$ cat src/rtl/utype_decode_stage.sv
// U-type decode stage: decodes LUI/AUIPC, buffers results in a two-entry
// skid buffer towards execute, and counts U-type entries handed over.
module utype_decode_stage (
    input  logic        clk,
    input  logic        reset,
    input  logic        flush,
    input  logic        in_valid,
    output logic        in_ready,
    input  logic [31:0] instr,
    input  logic [31:0] pc_in,
    output logic        out_valid,
    input  logic        out_ready,
    output logic [31:0] pc,
    output logic [31:0] imm_u,
    output logic [5:0]  aluSelect,
    output logic [4:0]  rd,
    output logic        reg_write,
    output logic        is_utype,
    output logic [31:0] utype_count
);

    localparam logic [6:0] OPC_LUI   = 7'b0110111;
    localparam logic [6:0] OPC_AUIPC = 7'b0010111;

    localparam logic [5:0] SEL_NONE  = 6'b000000;
    localparam logic [5:0] SEL_LUI   = 6'b000001;
    localparam logic [5:0] SEL_AUIPC = 6'b000010;

    typedef enum logic [1:0] {
        EMPTY = 2'd0,
        ONE   = 2'd1,
        TWO   = 2'd2
    } state_t;

    typedef struct packed {
        logic [31:0] pc;
        logic [31:0] imm_u;
        logic [5:0]  alu_sel;
        logic [4:0]  rd;
        logic        reg_write;
        logic        is_utype;
    } entry_t;

    state_t      state_q, state_d;
    logic        in_ready_q, in_ready_d;
    entry_t      head_q, head_d;
    entry_t      tail_q, tail_d;
    logic [31:0] utype_count_q, utype_count_d;

    entry_t      dec_entry;
    logic        in_fire;
    logic        out_fire;

    // Decode the incoming instruction word into a buffer entry.
    always_comb begin
        dec_entry           = '0;
        dec_entry.pc        = pc_in;
        dec_entry.imm_u     = {instr[31:12], 12'b0};
        dec_entry.rd        = instr[11:7];
        dec_entry.alu_sel   = SEL_NONE;
        dec_entry.is_utype  = 1'b0;
        if (instr[6:0] == OPC_LUI) begin
            dec_entry.alu_sel  = SEL_LUI;
            dec_entry.is_utype = 1'b1;
        end else if (instr[6:0] == OPC_AUIPC) begin
            dec_entry.alu_sel  = SEL_AUIPC;
            dec_entry.is_utype = 1'b1;
        end
        dec_entry.reg_write = dec_entry.is_utype && (instr[11:7] != 5'd0);
    end

    // Buffer state, entry movement, registered ready and the U-type counter.
    always_comb begin
        state_d       = state_q;
        head_d        = head_q;
        tail_d        = tail_q;
        utype_count_d = utype_count_q;
        in_fire       = in_valid && in_ready_q;
        out_fire      = (state_q != EMPTY) && out_ready;

        case (state_q)
            EMPTY: begin
                if (in_fire) begin
                    head_d  = dec_entry;
                    state_d = ONE;
                end
            end
            ONE: begin
                if (in_fire && out_fire) begin
                    head_d  = dec_entry;
                end else if (in_fire) begin
                    tail_d  = dec_entry;
                    state_d = TWO;
                end else if (out_fire) begin
                    state_d = EMPTY;
                end
            end
            TWO: begin
                if (out_fire) begin
                    head_d  = tail_q;
                    state_d = ONE;
                end
            end
            default: begin
                state_d = EMPTY;
            end
        endcase

        if (out_fire && head_q.is_utype) begin
            utype_count_d = utype_count_q + 32'd1;
        end

        if (flush) begin
            state_d = EMPTY;
        end

        in_ready_d = (state_d != TWO);
    end

    // State registers with synchronous reset taking priority over everything.
    always_ff @(posedge clk) begin
        if (reset) begin
            state_q       <= EMPTY;
            in_ready_q    <= 1'b1;
            head_q        <= '0;
            tail_q        <= '0;
            utype_count_q <= '0;
        end else begin
            state_q       <= state_d;
            in_ready_q    <= in_ready_d;
            head_q        <= head_d;
            tail_q        <= tail_d;
            utype_count_q <= utype_count_d;
        end
    end

    assign in_ready    = in_ready_q;
    assign out_valid   = (state_q != EMPTY);
    assign pc          = head_q.pc;
    assign imm_u       = head_q.imm_u;
    assign aluSelect   = head_q.alu_sel;
    assign rd          = head_q.rd;
    assign reg_write   = head_q.reg_write;
    assign is_utype    = head_q.is_utype;
    assign utype_count = utype_count_q;

endmodule

$ cat config.mk
export PLATFORM = sky130hd
export DESIGN_NAME = utype_decode_stage
export DESIGN_NICKNAME = d
export VERILOG_FILES = /design/src/rtl/utype_decode_stage.sv
export SDC_FILE = /design/constraint.sdc
export NUM_CORES = 1
export LEC_CHECK = 0
export ABC_AREA = 1
export BUFFER_PORTS_ARGS = -buffer_cell sky130_fd_sc_hd__buf_2
export CORE_UTILIZATION = 50
export CTS_CLUSTER_DIAMETER = 100
export DETAILED_ROUTE_END_ITERATION = 7
export PLACE_DENSITY = 0.8
export SLEW_MARGIN = 30
export SYNTH_ARGS = -nofsm -noshare
export SYNTH_HDL_FRONTEND = slang
export SYNTH_SLANG_ARGS = --single-unit
$ cat constraint.sdc
create_clock -name clk -period 1.8 [get_ports clk]
set_input_delay 0.18 -clock clk [delete_from_list [all_inputs] [get_ports clk]]
set_output_delay 0.18 -clock clk [all_outputs]
set_load 0.01 [all_outputs]
==> results by group <==
Outcome
  • Status: finished, final reports clean

Power
  • PD cells: 924 nW/µm²
  • Sw frac: 24.0%
  • VDD IR-drop max: 0.723 mV
  • Leakage Power: 0.00388 µW
  • Comb power frac: 8.3%
  • Sequential Power Share: 46.8%
  • Int Pwr: 5930 µW
  • Clock power share: 44.9%
  • Final Power: 7800 µW
  • Sw Pwr: 1870 µW

Clock tree
  • Setup bufs post-CTS: 0
  • Clock Path Buffers: 2
  • Worst skew pair latency: 430 ps
  • Clock slew at reported path FFs: 60 ps
  • TritonCTS clock tree: built
  • H-tree level count: 4
  • Clk sinks: 157
  • CTS Root Cell: clkbuf_16
  • Post-cts sizing count: 0
  • Num CTS Buffers: 17

Route
  • Vias per cell: 4.99
  • Metal2 WL: 8.13 mm
  • Routed length per placed instance: 12.8 µm
  • Metal3 WL: 1.15 mm
  • DRT met1 WL: 7.57 mm
  • DR iter-0 viols: 335
  • DRT Wirelength: 17.1 mm
  • Highest routed layer: met4
  • Drt first pass iters: 5
  • DR vias: 6679
  • DRC Markers: 0
  • Detail Route Antenna Nets: 0

Critical path
  • Peak per-stage delay on the critical path: 400 ps
  • Crit-path max FO: 5
  • Critical path buffers and inverters: 0
  • Most used cell, CP: nor2_1
  • WS Path Type: register to register
  • Largest delay share family, worst path: simple AND/OR/NAND/NOR gates
  • Startpoint Class: register
  • CP endpoint kind: register
  • Reg2Reg Depth: 8
  • R2r setup slk: 170 ps
  • Critical Path RT: 2130 ps
  • CP Cell Sequence: ha_1 > nand3_1 > nor2_1 > nand2_2 > nor2_1 > nand4_1 > nand2_1 > nor2_1
  • Number of stages on the worst setup path: 8
  • Worst EP arrival: 1960 ps
  • Slowest CP cell: dfxtp_1

Timing
  • Slew Limit Fails: 0
  • Skew final: 5.28 ps
  • Max-slew headroom: 44.4%
  • Clock period minus final worst setup slack: 1630 ps
  • Worst hold slack: 23.7 ps
  • Final setup TNS: 0 ps
  • Final setup violation count: 0
  • Worst Tran Pin Value: 834 ps
  • Peak Freq: 0.612 GHz
  • Final cycle utilization of the critical path: 90.7%
  • Setup WS post-layout: 167 ps
  • RSZ-0062 raised after global routing: false
  • Fin. Hold Viols: 0

Yosys
  • Sequential share of the synthesized area: 44.9%
  • Synth area leaders: dfxtp_1 45%, nand2_1 14%, a21oi_1 9.7%
  • Mapped Area: 6990 µm²
  • Synth Register Bits: 157
  • Post-Syn Area per Cell: 6.96 µm²
  • Yosys cell types: 27
  • Synth Instances: 1005
  • Ys Warns: 0
  • Synth top area share: 44.9%
  • Cell taking the most area after synthesis: dfxtp_1

Hold path
  • Hold crit path type: primary input to register
  • WHS Path Cells: 3

Die
  • Starting density of the core: 52.0%
  • Num rows: 42
  • I/O Pins: 180
  • Die width: 120 µm
  • Die Footprint: 14500 µm²
  • Die height: 120 µm
  • Core area: 13500 µm²

Final layout
  • Most common cell after layout, fill and taps aside: nand2_1
  • Share of layout cells above drive strength 1: 19.9%
  • P&R area growth vs syn: 20.7%
  • Commonest non-fill, non-tap cells in the layout: 263 x nand2_1, 163 x buf_2, 157 x dfxtp_1
  • N_diodes: 0
  • Layout Nets: 1221

GRT
  • GRT overflow: 0
  • Initial antenna violation count: 0
  • Largest net degree at the start of global routing: 83
  • GR Util All Layers: 24.5%
  • First-pass GRT wire length: 28.3 mm
  • Vias in the first global route: 6082

Run
  • Max Cap Viol: 0

Place
  • Dpl hpwl: 11.4 mm
  • Pre-CTS setup slack: 191 ps
  • GP Congestion: 0.860
  • Buffers added on ports: 163
-- cells in the mapped netlist --
| cell type | count |
|---|---|
| buf_6 | 6 |
| buf_1 | 1 |
| inv_1 | 113 |
| o21ai_1 | 4 |
| ha_1 | 1 |
| inv_2 | 6 |
| nor2_4 | 5 |
| xor2_1 | 2 |
| nor2_2 | 4 |
| conb_1 | 1 |
| nand2_1 | 263 |
| buf_2 | 17 |
| a21oi_1 | 136 |
| nand4_1 | 15 |
| nor2_1 | 67 |
| nor4_1 | 1 |
| buf_4 | 23 |
| o21ai_0 | 122 |
| nand3_4 | 1 |
| dfxtp_1 | 157 |
| and3_1 | 1 |
| nand2_2 | 2 |
| nand3_2 | 2 |
| xnor2_1 | 2 |
| clkbuf_1 | 24 |
| nand3_1 | 23 |
| nor3_1 | 6 |
-- path summary, 6_finish.rpt --
| path | startpoint | end |
|---|---|---|
| worst max-delay path | utype_count[0] | utype_count[26] |
| worst min-delay path | pc_in[31] | tail_q[76] |
| worst max register to register | utype_count[0] | utype_count[26] |
| worst min register to register | tail_q[49] | tail_q[49] |
-- power groups by stage --
stage,Sequential [µW],Clock [µW],Combinational [µW]
after floorplan,3760,0,379
after global placement,3720,0,632
after detailed placement,3720,0,643
after CTS,3650,3540,653
after global routing,3660,3690,736
final,3650,3500,651
-- worst reg2reg max path, cell delays in order, from the launching register on --
cell	delay (ps)
dfxtp_1	400
ha_1	220
nand3_1	110
nor2_1	130
nand2_2	130
nor2_1	290
nand4_1	130
nand2_1	80
nor2_1	40
-- kinds of logic after synthesis --
family / Yosys count / share of synthesized area (%)
simple gates: 390 / 23.2
compound gates: 262 / 18.8
buf+inv: 190 / 12.4
flops: 157 / 44.9
xor+xnor: 4 / 0.501
fa+ha+maj: 1 / 0.179
other cells: 1 / 0.0536
-- metrics by stage --
stage / utilization, % / std cells / instance area (µm²)
2_1_floorplan: - / 1020 / 7050
3_3_place_gp: 58.2 / 1305 / 7840
3_5_place_dp: 58.2 / 1305 / 7840
4_1_cts: 62.7 / 1339 / 8440
5_1_grt: 62.7 / 1339 / 8440
6_report: 62.7 / 1339 / 8440
-- area by class of cell --
class                      count  area [µm²]
fill                        1241        5010
sequential                   157        3140
timing repair buffer         183        1010
clock buffer                  19         453
inverter                     119         447
clock inverter                12         121
multi-input combinational    673        3050
tap                          176         220
-- per-layer routing --
layer,global-route usage [%],vias to the layer above
met5,0,-
met4,7.10,0
met3,8.16,21
met2,41.2,206
met1,29.5,2994
li1,-,3458
-- repair_timing --
item | in CTS | in global routing
hold endpoints to repair | 3 | 0
hold buffers | 3 | 0
setup endpoints to repair | 0 | 0
-- flip-flops by register name, summed over array words and instances (netlist names) --
name,flops
tail_q,61
pc,32
utype_count,32
imm_u,20
rd,5
aluSelect,2
state_q,2
in_ready,1
is_utype,1
reg_write,1
(Power assumes the default switching activity.)
